File: src/rtl/event_scoreboard.sv
// Event scoreboard: counts monitor events and mismatches over a run of
// i_num_checks events that starts MON_LATENCY cycles after i_start.
module event_scoreboard #(
  parameter int unsigned WIDTH       = 32,
  parameter int unsigned MON_LATENCY = 3,
  parameter int unsigned STOP_ON_ERR = 0
) (
  input  logic             clk,
  input  logic             reset,
  input  logic             i_start,
  input  logic [31:0]      i_num_checks,
  input  logic [WIDTH-1:0] i_event,
  output logic             o_busy,
  output logic             o_done,
  output logic             o_pass,
  output logic [31:0]      o_check_cnt,
  output logic [15:0]      o_err_cnt,
  output logic [31:0]      o_first_err_idx,
  output logic             o_err_seen
);

  localparam int unsigned LAT_W = 4;
  localparam int unsigned CNT_W = 32;
  localparam int unsigned ERR_W = 16;

  typedef enum logic [1:0] {IDLE, ARM, RUN, DONE} state_t;

  state_t             state_q, state_d;
  logic [CNT_W-1:0]   num_q, num_d;
  logic [LAT_W-1:0]   lat_q, lat_d;
  logic [CNT_W-1:0]   chk_q, chk_d;
  logic [ERR_W-1:0]   err_q, err_d;
  logic [CNT_W-1:0]   first_q, first_d;
  logic               seen_q, seen_d;
  logic               busy_q, busy_d;
  logic               done_q, done_d;
  logic               pass_q, pass_d;

  // Only bit 0 of the event word carries information.
  logic unused_event;
  assign unused_event = ^i_event[WIDTH-1:1];

  // Next-state, counter and registered-output computation.
  always_comb begin
    state_d = state_q;
    num_d   = num_q;
    lat_d   = lat_q;
    chk_d   = chk_q;
    err_d   = err_q;
    first_d = first_q;
    seen_d  = seen_q;

    case (state_q)
      IDLE, DONE: begin
        if (i_start) begin
          num_d   = i_num_checks;
          lat_d   = LAT_W'(MON_LATENCY);
          chk_d   = '0;
          err_d   = '0;
          first_d = '0;
          seen_d  = 1'b0;
          state_d = ARM;
        end
      end
      ARM: begin
        if (lat_q == '0) begin
          state_d = (num_q == '0) ? DONE : RUN;
        end else begin
          lat_d = lat_q - LAT_W'(1);
        end
      end
      RUN: begin
        chk_d = chk_q + CNT_W'(1);
        if (i_event[0]) begin
          if (err_q != {ERR_W{1'b1}}) err_d = err_q + ERR_W'(1);
          if (!seen_q) begin
            seen_d  = 1'b1;
            first_d = chk_q;
          end
        end
        if ((chk_d == num_q) || ((STOP_ON_ERR != 0) && i_event[0])) begin
          state_d = DONE;
        end
      end
      default: state_d = IDLE;
    endcase

    busy_d = (state_d == ARM) || (state_d == RUN);
    done_d = (state_d == DONE) && (state_q != DONE);
    pass_d = (state_d == DONE) && (err_d == '0);
  end

  // State and result registers.
  always_ff @(posedge clk or negedge reset) begin
    if (!reset) begin
      state_q <= IDLE;
      num_q   <= '0;
      lat_q   <= '0;
      chk_q   <= '0;
      err_q   <= '0;
      first_q <= '0;
      seen_q  <= 1'b0;
      busy_q  <= 1'b0;
      done_q  <= 1'b0;
      pass_q  <= 1'b0;
    end else begin
      state_q <= state_d;
      num_q   <= num_d;
      lat_q   <= lat_d;
      chk_q   <= chk_d;
      err_q   <= err_d;
      first_q <= first_d;
      seen_q  <= seen_d;
      busy_q  <= busy_d;
      done_q  <= done_d;
      pass_q  <= pass_d;
    end
  end

  assign o_busy          = busy_q;
  assign o_done          = done_q;
  assign o_pass          = pass_q;
  assign o_check_cnt     = chk_q;
  assign o_err_cnt       = err_q;
  assign o_first_err_idx = first_q;
  assign o_err_seen      = seen_q;

endmodule
File: config.mk
export PLATFORM = sky130hd
export DESIGN_NAME = event_scoreboard
export DESIGN_NICKNAME = d
export VERILOG_FILES = /design/src/rtl/event_scoreboard.sv
export SDC_FILE = /design/constraint.sdc
export NUM_CORES = 1
export LEC_CHECK = 0
export CORE_ASPECT_RATIO = 1.1
export CORE_MARGIN = 2
export CORE_UTILIZATION = 40
export CTS_CLUSTER_SIZE = 8
export DETAILED_ROUTE_END_ITERATION = 10
export PLACE_DENSITY = 0.66
export SETUP_SLACK_MARGIN = 0.2
export SYNTH_ARGS = -nofsm -noshare
export SYNTH_HDL_FRONTEND = slang
export SYNTH_SLANG_ARGS = --single-unit
File: constraint.sdc
create_clock -name clk -period 4.76 [get_ports clk]
set_clock_uncertainty 0.1 [all_clocks]
set_input_delay 1.19 -clock clk [delete_from_list [all_inputs] [get_ports clk]]
set_output_delay 1.19 -clock clk [all_outputs]
set_load 0.01 [all_outputs]
Word-level counts from Yosys, hierarchy flattened
Cells that the tools add are included.
- multiplexer cells: 20
- equality and inequality tests: 13
- add/subtract/negate cells: 3
- reduce and logical (&&, ||, !) cells: 15
- operators with widths (kind ; number):
    32-bit case mux with 2 select lines ; 2
    32-bit 2-to-1 mux ; 3
    16-bit 2-to-1 mux ; 3
    32-bit by 1-bit adder with 32-bit output, second input constant ; 1
    32-bit == test ; 1
    32-bit zero test ; 1
    16-bit case mux with 2 select lines ; 1
    16-bit by 1-bit adder with 16-bit output, second input constant ; 1
    16-bit zero test ; 1
    16-bit inequality test, second input constant ; 1
    2-bit inequality test, second input constant ; 5
    2-bit == test, second input constant ; 4
    4-bit 2-to-1 mux ; 2
    4-bit case mux with 2 select lines ; 1
    2-bit 2-to-1 mux ; 3
    2-bit case mux with 3 select lines ; 1
    3-bit AND reduction ; 2
    2-bit by 1-bit == test with 1-bit output, second input constant ; 2
    4-bit zero test ; 1
    2-bit AND reduction ; 2
    4-bit AND reduction ; 1
    2-bit nonzero test ; 2
    4-bit by 1-bit subtractor with 4-bit output, second input constant ; 1
    1-bit 2-to-1 mux ; 3
    5 further kinds ; 6
- flip-flop bits (word level): 122
- word-level logic and storage cells: 61
- output and inout bits: 84
- input port bits: 67

Logic depth before layout (Yosys ltp)
Gate-level depths: netlist of run 1.
- depth after elaboration: 6
- mapped depth: 15

Worst setup path before layout of run 1
Ideal clock, no wire load.
- kind: flip-flop to flip-flop
- start point: reg chk_q[9] (netlist: o_check_cnt[9])
- end point: reg pass_q (netlist: o_pass)
- path buffers: 2
- required time: 4.559 ns
- slack: 0.466 ns
- period minus slack after synthesis: 4.294 ns
- arrival: 4.094 ns
- stages on the path, launching flop included: 16
- library setup time: 0.101 ns
- path through: dfrtp_1 buf_2 nand4_1 or3_1 buf_2 nor3_2 a211oi_1 or4_1 a2111oi_2 a31oi_1 a221oi_2 ha_1 nand4b_1 or4b_1 or4_1 nor4_1
- cells in the longest elaborated chain, start to end: 6
- RTL lines (item ; line ; text):
    start, declared ; 31 ; logic [CNT_W-1:0] chk_q, chk_d;
    start signal, assigned ; 110 ; chk_q <= chk_d;
    32-bit by 1-bit adder with 32-bit output ; 73 ; chk_d = chk_q + CNT_W'(1);
    32-bit == test ; 81 ; if ((chk_d == num_q) || ((STOP_ON_ERR != 0) && i_event[0])) begin
    2-bit 2-to-1 mux ; 81 ;
    2-bit case mux with 3 select lines ; 53 ; case (state_q)
    named net state_d[0] ; 28 ; state_t state_q, state_d;
    2-bit == test ; 90 ; pass_d = (state_d == DONE) && (err_d == '0);
    1-bit logical AND ; 90 ;
    named net pass_d ; 37 ; logic pass_q, pass_d;
    end signal, assigned ; 116 ; pass_q <= pass_d;
    end, declared ; 37 ;
The timed path passes the listed nets, and every way through them passes these cells.
A chain may end at the register's enable or synchronous reset.

Worst setup path in the final report of run 1
- start point: reg chk_q[1] (netlist: o_check_cnt[1])
- end point: reg pass_q (netlist: o_pass)
The elaborated chain is that of the path after synthesis.

==> results of run 1 <==
worst max path at each step:
stage / depth (start not counted) / endpoint
finish: 13 / o_pass$_DFF_PN0_
global route: 13 / o_pass$_DFF_PN0_
CTS: 13 / o_pass$_DFF_PN0_
detailed placement: 14 / o_pass$_DFF_PN0_
global placement: 14 / o_pass$_DFF_PN0_
floorplan: 15 / o_pass$_DFF_PN0_
cell families (layout without fill, tap and decap cells):
| logic type | after synthesis | in the layout | share of synthesized area, % |
|---|---|---|---|
| adder cells (fa/ha/maj) | 8 | 8 | 1.512 |
| buffers and inverters | 59 | 213 | 3.497 |
| multiplexers | 34 | 34 | 5.766 |
| flip-flops | 122 | 122 | 46.12 |
| AND/OR/NAND/NOR | 230 | 230 | 18.07 |
| AO/OA/AOI/OAI | 180 | 180 | 18.68 |
| XOR/XNOR | 48 | 48 | 6.352 |
metrics by stage:
stage | hold WS [ns] | instances | instance area [um2]
after floorplan | 0.4053 | 681 | 6619
after global routing | 0.4235 | 1039 | 8917
after CTS | 0.4081 | 1035 | 8842
final | 0.4025 | 1039 | 8917
after global placement | 0.3892 | 1003 | 8229
after detailed placement | 0.3909 | 1003 | 8229
cell type report:
| cell class | count | area (um2) | share of cell area, % |
|---|---|---|---|
| repair buffers | 167 | 1562 | 17.51 |
| flip-flops and latches | 122 | 3059 | 34.31 |
| clock buffers | 21 | 460.4 | 5.163 |
| multi-input cells | 500 | 3383 | 37.94 |
| inverters | 14 | 52.55 | 0.5893 |
| clock inverters | 11 | 145.1 | 1.628 |
| well taps | 204 | 255.2 | 2.862 |
placed cells by master (no fill, tap or decap), types with 5 or more instances in the layout:
cell type / count
xor2_1: 20
inv_1: 13
and3_1: 8
and2_1: 8
xnor2_1: 28
dfrtp_1: 117
nand2b_1: 5
buf_4: 48
a21oi_1: 20
o21ai_0: 54
dfrtp_2: 5
nand2_1: 57
nor3_1: 15
o211ai_1: 5
o31ai_1: 10
a211oi_1: 6
a22o_1: 34
nand3_1: 30
nor4_1: 11
ha_1: 7
and4_1: 5
mux2_2: 33
clkbuf_16: 17
a21o_1: 5
nor2b_1: 5
nor2_1: 45
clkdlybuf4s50_1: 118
a31oi_1: 12
nand4_1: 13
critical path: cells and delay by family, from the launching register on:
kind,cells,cell delay [ns]
simple gates,8,2.69
xor+xnor,1,0.09
flops,1,0.41
compound gates,3,0.76
fa+ha+maj,1,0.23
metal layers:
metal,wire length [um],vias to the layer above
met3,1055,40
met5,0,-
met1,8328,3010
met2,9848,229
li1,-,2794
met4,426,0
registers in the layout, summed over array words and instances, names as in the netlist, 2 cells and up:
name / count
num_q: 32
o_check_cnt: 32
o_first_err_idx: 32
o_err_cnt: 16
lat_q: 4
state_q: 2
repair_timing:
item,4_1_cts,5_1_grt
setup buffers,0,4
hold endpoints to repair,0,0
endpoints found under the setup margin,1,1
resized for setup,3,11
pin swaps,0,4
hold buffers,0,0
power by group through the flow:
stage	clock network [mW]	logic, mW	registers [mW]
2_1_floorplan	0	0.751	1.37
3_3_place_gp	0	1.03	1.42
3_5_place_dp	0	1.06	1.44
4_1_cts	1.34	1.06	1.42
5_1_grt	1.40	1.17	1.44
6_report	1.32	1.07	1.42
==> run_results.csv, run 1 <==
group,metric,value,unit
outcome,outcome,"complete, no violations",
synth,yosysUniqueCellTypes,65,
finish,postLayoutCoreUtil,54.89,%
worst_setup_path,cp.arrival,4.61,ns
detailed_routing,viasPerCell,5.845,
worst_setup_path,critical_path_class,"reg2reg",
worst_hold_path,hold_start,"o_first_err_idx[21]$_DFFE_PN0P_",
worst_setup_path,crit_path_start,"o_check_cnt[1]$_DFFE_PN0P_",
worst_setup_path,rr_worst_depth,13,
job,cap_violations,0,
sta,setup_slack,0.3851,ns
synth,synth_fp_nets,756,
floorplan,die_y,138.9,um
power_and_ir_drop,p_leak,3.711,nW
worst_setup_path,end_kind,"flop",
grt,grt_max_degree,71,
clock_tree,clk_pin_slew,0.06,ns
sta,finalMaxSlewViolations,0,
detailed_routing,route.detailed.drc,0,
power_and_ir_drop,p_int,2.553,mW
synth,syn_inst,681,
clock_tree,cts.path.max_buffers,2,
placed_design,port_buffers,119,
finish,diodes,0,
sta,rsz0062_at_grt,"false",
clock_tree,cts.sinks,122,
detailed_routing,num_vias,6073,
finish,nets,897,
synth,synth_edf_count,0,
grt,overflow,0,
grt,grt_usage,22.47,%
worst_setup_path,r2r_slack,0.39,ns
floorplan,die_w,126.7,um
worst_hold_path,min_to,"o_first_err_idx[21]$_DFFE_PN0P_",
sta,fmax,228.6,MHz
power_and_ir_drop,power,3.809,mW
power_and_ir_drop,clkPwrFrac,34.6,%
worst_hold_path,hp-class,"reg2reg",
grt,met2_usage,36.81,%
clock_tree,h-tree-depth,4,
synth,async_flop_share,100.0,%
sta,max_slew_margin,52.75,%
power_and_ir_drop,switchingPower,1.256,mW
worst_setup_path,worstSetupStartpointType,"flop",
detailed_routing,drtIter0Drc,437,
power_and_ir_drop,swShare,32.98,%
synth,yosysSeqAreaShare,46.12,%
floorplan,start_util,40.74,%
worst_setup_path,crit_chain,"nand4_4 > or3_4 > nor4_4 > xnor2_1 > or4_1 > a2111oi_2 > a31oi_1 > a221oi_2 > ha_2 > nand4b_1 > or4b_1 > or4_1 > nor4_2",
worst_setup_path,crit_fanout,5,
finish,synthToLayoutAreaGrowth,34.73,%
floorplan,die-area,17590,um2
placed_design,routabilityCongestion,0.8743,
detailed_routing,wire_per_inst,18.92,um
finish,drive_gt1_share,16.29,%
clock_tree,insertion_delay,0.43,ns
sta,tightest_slew,0.7045,ns
power_and_ir_drop,vdd_drop_max,0.2949,mV
grt,grt_pass1_vias,6115,
synth,netlist.top_cell.by_area,"dfrtp_1",
synth,ys.flop_type,"dfrtp_1",
worst_setup_path,reg2reg_to,"o_pass$_DFF_PN0_",
placed_design,hpwlAfterDp,14.24,mm
synth,syn_area_per_cell,9.719,um2
clock_tree,cts_tree,"built",
floorplan,ios,151,
synth,ys_warn_count,0,
synth,yosys.cell_count.top_type,"dfrtp_1",
detailed_routing,antenna_left,0,
sta,period_needed,4.375,ns
grt,grtUsageMet1,28.90,%
floorplan,core_area,16250,um2
worst_setup_path,slowest_delay,0.54,ns
grt,grt_use_met3,5.324,%
synth,synth_top_cell_area_share,46.12,%
power_and_ir_drop,powerDensity,427.2,nW/um2
synth,syn_area,6619,um2
placed_design,place_ws,0.1695,ns
finish,fillers,1406,
worst_setup_path,path_common_cell,"or4_1",
worst_hold_path,whs_path_depth,1,
sta,hold_violations,0,
detailed_routing,dr.pass1.iters,5,
grt,antenna_found_initial,0,
grt,grt_first_pass_wirelength,31.52,mm
synth,yosys-top-cells-area,"dfrtp_1 46%, mux2_2 5.6%, a22o_1 4.5%",
synth,synth_seq_cells,122,
floorplan,fp-row-count,49,
power_and_ir_drop,p_seq_share,37.3,%
sta,fin_tns_setup,0,ns
clock_tree,cts_made_buffers,17,
worst_setup_path,cp_slowest_cell,"or4_1",
power_and_ir_drop,comb_power_share,28.1,%
worst_setup_path,cp.required,4.99,ns
grt,grt_busiest_layer,"met2",
detailed_routing,wirelength,19.66,mm
worst_setup_path,r2r-start,"o_check_cnt[1]$_DFFE_PN0P_",
clock_tree,root_buffer,"clkbuf_16",
sta,fin_crit_sh,91.91,%
sta,setup_viol,0,
synth,synth_top_cells_by_count,"122 x dfrtp_1, 57 x nand2_1, 54 x o21ai_0",
No activity file was read; power rests on OpenSTA's default activity.
==> run 2, diff against run 1 <==
ABC_AREA = 1   (was not set)
clock period = 5.3 ns   (was 4.76 ns; I/O delays follow)
==> run_results.csv, run 2 <==
group,metric,value,unit
worst_setup_path,worstSetupStartpointType,"input pin",
detailed_routing,antenna_left,0,
floorplan,start_util,40.64,%
synth,ys_warn_count,0,
power_and_ir_drop,power,3.669,mW
finish,ff_latch_area,3053,um2
power_and_ir_drop,vdd_drop_max,0.2779,mV
clock_tree,clk_pin_slew,0.05,ns
synth,yosysUniqueCellTypes,38,
detailed_routing,wl_met3,1.172,mm
sta,fmax,292.9,MHz
synth,synth_top_cells_by_count,"224 x nand2_1, 142 x inv_1, 122 x dfrtp_1",
synth,synth_fp_nets,1001,
worst_setup_path,crit_fanout,17,
detailed_routing,num_vias,6666,
job,cap_violations,0,
grt,grt_usage,23.50,%
detailed_routing,wire_per_inst,16.02,um
detailed_routing,wirelength,20.34,mm
finish,final_cell_mix,"223 x nand2_1, 142 x inv_1, 122 x dfrtp_1",
detailed_routing,met1Wirelength,9.157,mm
floorplan,fp-row-count,50,
finish,synthToLayoutAreaGrowth,28.56,%
clock_tree,post_cts_resize_count,0,
worst_setup_path,end_kind,"flop",
synth,syn_area,6865,um2
synth,ys.flop_type,"dfrtp_1",
finish,nets,1127,
worst_hold_path,hp-class,"reg2reg",
worst_setup_path,cp.arrival,3.60,ns
detailed_routing,drtIter0Drc,433,
finish,multi_input_area,3187,um2
clock_tree,cts.sinks,122,
grt,grt_pass1_vias,6608,
floorplan,ios,151,
sta,finalMaxSlewViolations,0,
placed_design,routabilityCongestion,0.9194,
synth,synth_top_cell_area_share,44.47,%
sta,period_needed,3.415,ns
sta,fin_crit_sh,64.42,%
synth,synth_seq_cells,122,
clock_tree,post-cts-setup-buffers,0,
clock_tree,cts_tree,"built",
detailed_routing,viasPerCell,5.249,
finish,fillers,1694,
finish,drive_gt1_share,7.156,%
detailed_routing,dr.pass1.iters,5,
clock_tree,insertion_delay,0.43,ns
sta,setup_viol,0,
placed_design,hpwlAfterDp,14.79,mm
worst_setup_path,critical_path_class,"in2reg",
synth,async_flop_share,100.0,%
synth,yosysSeqAreaShare,44.47,%
grt,overflow,0,
sta,tightest_slew,0.9461,ns
clock_tree,root_buffer,"clkbuf_16",
clock_tree,h-tree-depth,4,
floorplan,die_w,128.9,um
outcome,outcome,"complete, no violations",
sta,fin_tns_setup,0,ns
clock_tree,cts.path.max_buffers,2,
synth,yosys.cell_count.top_type,"nand2_1",
placed_design,dpl_cell_area,8297,um2
power_and_ir_drop,p_leak,3.940,nW
detailed_routing,route.detailed.drc,0,
synth,synth_edf_count,0,
synth,yosys-top-cells-area,"dfrtp_1 44%, nand2_1 12%, inv_1 7.8%",
synth,netlist.top_cell.by_area,"dfrtp_1",
power_and_ir_drop,powerDensity,415.7,nW/um2
clock_tree,hold_buffers,0,
placed_design,numPlacedInstances,1241,
finish,diodes,0,
finish,final_cell_area,8826,um2
placed_design,port_buffers,119,
sta,max_slew_margin,36.92,%
detailed_routing,routed.top_layer,"met4",
worst_setup_path,cp.required,5.49,ns
finish,fin_cells,1270,
synth,syn_area_per_cell,7.414,um2
grt,antenna_found_initial,0,
sta,rsz0062_at_grt,"false",
floorplan,die_y,141.4,um
clock_tree,cts_made_buffers,17,
finish,final_common_cell,"nand2_1",
detailed_routing,wl_met2,9.550,mm
grt,grt_first_pass_wirelength,33.44,mm
sta,hold_violations,0,
synth,syn_inst,926,
floorplan,core_area,16890,um2
floorplan,die-area,18230,um2
grt,grt_max_degree,71,
-- run 2: cell types whose count changed after synthesis, sizes merged, moves of 28 or more --
cell and change:
a22o -34, inv +131, nand2 +175, nand3 +62, nor2 +75, o22ai +50, xnor2 -28
-- run 2: cell type report --
cell class | instances | share of cell area, %
multi-input cells | 638 | 36.11
clock buffers | 26 | 5.543
clock inverters | 3 | 0.4536
flip-flops and latches | 122 | 34.59
well taps | 208 | 2.949
repair buffers | 127 | 14.15
inverters | 146 | 6.209
-- run 2: cell families after synthesis --
| family | after synthesis | synth area share (%) |
|---|---|---|
| simple gates | 476 | 30.76 |
| fa+ha+maj | 8 | 1.458 |
| flops | 122 | 44.47 |
| xor+xnor | 7 | 1.093 |
| buf+inv | 166 | 9.258 |
| compound gates | 137 | 11.32 |
| mux | 10 | 1.640 |
-- run 2: per-stage QoR --
step / utilization [%] / hold slack [ns] / setup WS (ns)
detailed placement: 49.12 / 0.4175 / 1.521
global placement: 49.12 / 0.4134 / 1.545
floorplan: - / 0.3927 / 2.657
finish: 52.25 / 0.4274 / 1.886
CTS: 52.25 / 0.4308 / 1.911
global route: 52.25 / 0.4480 / 1.653
-- run 2: layer usage --
layer / global-route usage (%) / up-vias
met2: 38.40 / 191
met1: 30.97 / 3164
li1: - / 3274
met3: 4.827 / 37
met5: 0 / -
met4: 8.410 / 0
-- run 2: power breakdown --
group,internal [mW],switching (mW)
clock,0.671,0.403
combinational,0.467,0.838
sequential,1.12,0.169
-- run 2: path summary, 6_finish.rpt --
| check | slack, ns | to | from | cells past startpoint |
|---|---|---|---|---|
| min in group asynchronous | 0.95 | o_first_err_idx[17]$_DFFE_PN0P_ | reset | 1 |
| worst min register to register | 0.43 | lat_q[3]$_DFFE_PN0P_ | lat_q[3]$_DFFE_PN0P_ | 2 |
| worst max-delay path | 1.89 | o_first_err_idx[23]$_DFFE_PN0P_ | i_start | 7 |
| max in group asynchronous | 3.19 | o_check_cnt[29]$_DFFE_PN0P_ | reset | 2 |
| worst max register to register | 2.02 | o_pass$_DFF_PN0_ | o_check_cnt[0]$_DFFE_PN0P_ | 24 |
| worst min-delay path | 0.43 | lat_q[3]$_DFFE_PN0P_ | lat_q[3]$_DFFE_PN0P_ | 2 |
-- run 2: worst max-delay path, stage by stage --
cell and delay (ns):
clkdlybuf4s50_1 0.46, nor2_1 0.42, nor2_1 0.09, buf_4 0.22, nand3_1 0.57, buf_4 0.39
o22ai_1 0.12
==> run 3, diff against run 2 <==
clock period = 3.4 ns   (was 5.3 ns; I/O delays follow)
==> run_results.csv, run 3 (synthesis results as in run 2) <==
group,metric,value,unit
outcome,outcome,"complete, no violations",
worst_setup_path,end_kind,"flop",
clock_tree,cts.sinks,122,
floorplan,ios,151,
finish,final_cell_area,9196,um2
sta,max_slew_margin,62.65,%
placed_design,port_buffers,119,
power_and_ir_drop,clkPwrFrac,31.7,%
clock_tree,insertion_delay,0.43,ns
sta,fin_crit_sh,89.65,%
placed_design,place_ws,0.2463,ns
power_and_ir_drop,swShare,37.50,%
clock_tree,root_buffer,"clkbuf_16",
worst_setup_path,cp.arrival,3.31,ns
sta,fin_tns_setup,0,ns
power_and_ir_drop,vdd_drop_max,0.4026,mV
finish,final_cell_mix,"218 x nand2_1, 141 x inv_1, 118 x clkdlybuf4s50_1",
floorplan,die_w,128.9,um
grt,antenna_found_initial,0,
detailed_routing,antenna_left,0,
finish,final_common_cell,"nand2_1",
clock_tree,clk_pin_slew,0.06,ns
sta,tightest_slew,0.5603,ns
finish,multi_input_area,3291,um2
sta,fmax,328.1,MHz
detailed_routing,num_vias,6814,
detailed_routing,viasPerCell,5.290,
sta,setup_viol,0,
worst_setup_path,cp.required,3.66,ns
detailed_routing,dr.pass1.iters,5,
detailed_routing,route.detailed.drc,0,
grt,grt_first_pass_wirelength,33.35,mm
grt,grt_pass1_vias,6647,
clock_tree,cts_tree,"built",
placed_design,hpwlAfterDp,15.06,mm
floorplan,start_util,40.64,%
floorplan,die_y,141.4,um
finish,fillers,1637,
power_and_ir_drop,switchingPower,2.290,mW
placed_design,dpl_cell_area,8364,um2
sta,finalHoldWorstSlack,0.3168,ns
grt,grt_max_degree,61,
floorplan,die-area,18230,um2
worst_hold_path,hp-class,"in2async",
sta,hold_violations,0,
power_and_ir_drop,p_seq_share,33.0,%
floorplan,core_area,16890,um2
worst_setup_path,critical_path_class,"reg2reg",
grt,overflow,0,
finish,ff_latch_area,3069,um2
sta,period_needed,3.048,ns
power_and_ir_drop,comb_power_share,35.3,%
clock_tree,hold_buffers,0,
detailed_routing,wirelength,20.99,mm
power_and_ir_drop,powerDensity,664.2,nW/um2
detailed_routing,drtIter0Drc,507,
finish,nets,1142,
sta,finalMaxSlewViolations,0,
finish,synthToLayoutAreaGrowth,33.95,%
worst_setup_path,crit_fanout,6,
clock_tree,cts.path.max_buffers,2,
detailed_routing,wire_per_inst,16.29,um
placed_design,routabilityCongestion,0.9491,
power_and_ir_drop,p_int,3.818,mW
job,cap_violations,0,
power_and_ir_drop,p_leak,4.074,nW
clock_tree,cts_made_buffers,17,
finish,diodes,0,
worst_setup_path,worstSetupStartpointType,"flop",
clock_tree,h-tree-depth,4,
floorplan,fp-row-count,50,
grt,grt_usage,23.61,%
sta,setup_slack,0.3520,ns
sta,rsz0062_at_grt,"true",
finish,drive_gt1_share,12.13,%
run 3: cell count changes in the layout (fill, tap and decap cells not counted), sizes merged:
cell / before / now
bufinv: 1 / 4
clkbuf: 26 / 21
clkinvlp: 0 / 4
buf: 9 / 24
clkinv: 3 / 4
run 3: layout make-up:
type / count / share of cell area, %
Multi-Input combinational cell: 638 / 35.78
Timing Repair Buffer: 142 / 15.21
Inverter: 146 / 5.959
Clock buffer: 21 / 5.007
Sequential cell: 122 / 33.37
Tap cell: 208 / 2.830
Clock inverter: 11 / 1.837
run 3: power by group through the flow:
stage	logic [mW]	registers, mW	clock network, mW
after floorplan	1.33	1.98	0
after global placement	2.07	2.03	0
after detailed placement	2.09	2.03	0
after CTS	2.11	2.01	1.96
after global routing	2.39	2.05	2.03
final	2.15	2.02	1.94
run 3: path summary, 6_finish.rpt:
kind / start / end / slack [ns] / depth (start not counted)
worst max register to register: o_check_cnt[1]$_DFFE_PN0P_ / o_pass$_DFF_PN0_ / 0.35 / 24
worst min-delay path: reset / o_first_err_idx[17]$_DFFE_PN0P_ / 0.32 / 1
max in group asynchronous: reset / o_check_cnt[22]$_DFFE_PN0P_ / 2.13 / 2
worst min register to register: o_first_err_idx[13]$_DFFE_PN0P_ / o_first_err_idx[13]$_DFFE_PN0P_ / 0.43 / 2
worst max-delay path: o_check_cnt[1]$_DFFE_PN0P_ / o_pass$_DFF_PN0_ / 0.35 / 24
min in group clk: o_first_err_idx[13]$_DFFE_PN0P_ / o_first_err_idx[13]$_DFFE_PN0P_ / 0.43 / 2
run 3: metal layers:
layer  up-vias  part of all wire [%]  global-route usage [%]
met4         0                   1.8                   7.723
li1       3305                     -                       -
met2       237                    48                   39.63
met1      3241                    44                   30.18
met3        31                   5.9                   5.392
met5         -                     0                       0
run 3: what timing repair did:
item,CTS,global route
gates resized for setup,1,41
endpoints found under the setup margin,1,1
setup buffers,0,11
pin swaps,0,20
run 3: metrics by stage:
step | utilization [%] | std cells | total power, mW
4_1_cts | 53.25 | 1277 | 6.085
2_1_floorplan | - | 926 | 3.308
6_report | 54.44 | 1288 | 6.108
3_3_place_gp | 49.52 | 1245 | 4.096
3_5_place_dp | 49.52 | 1245 | 4.116
5_1_grt | 54.44 | 1288 | 6.468
run 3: critical path: stages, from the launching register on:
cell,delay (ns)
dfrtp_2,0.40
ha_4,0.17
nand2_4,0.06
nor2_4,0.22
nand2_4,0.13
nor2_4,0.20
nand2_1,0.09
nand2_2,0.08
nand2_2,0.05
nand2_1,0.06
nand2_1,0.06
nor2_2,0.11
nand2_1,0.08
nor2_1,0.09
nand3_1,0.13
nand2_1,0.10
nand2_1,0.06
a21oi_2,0.17
ha_2,0.19
inv_2,0.04
nor2_2,0.07
nand3_1,0.06
nor2_1,0.09
nand2_1,0.07
nor2_1,0.10
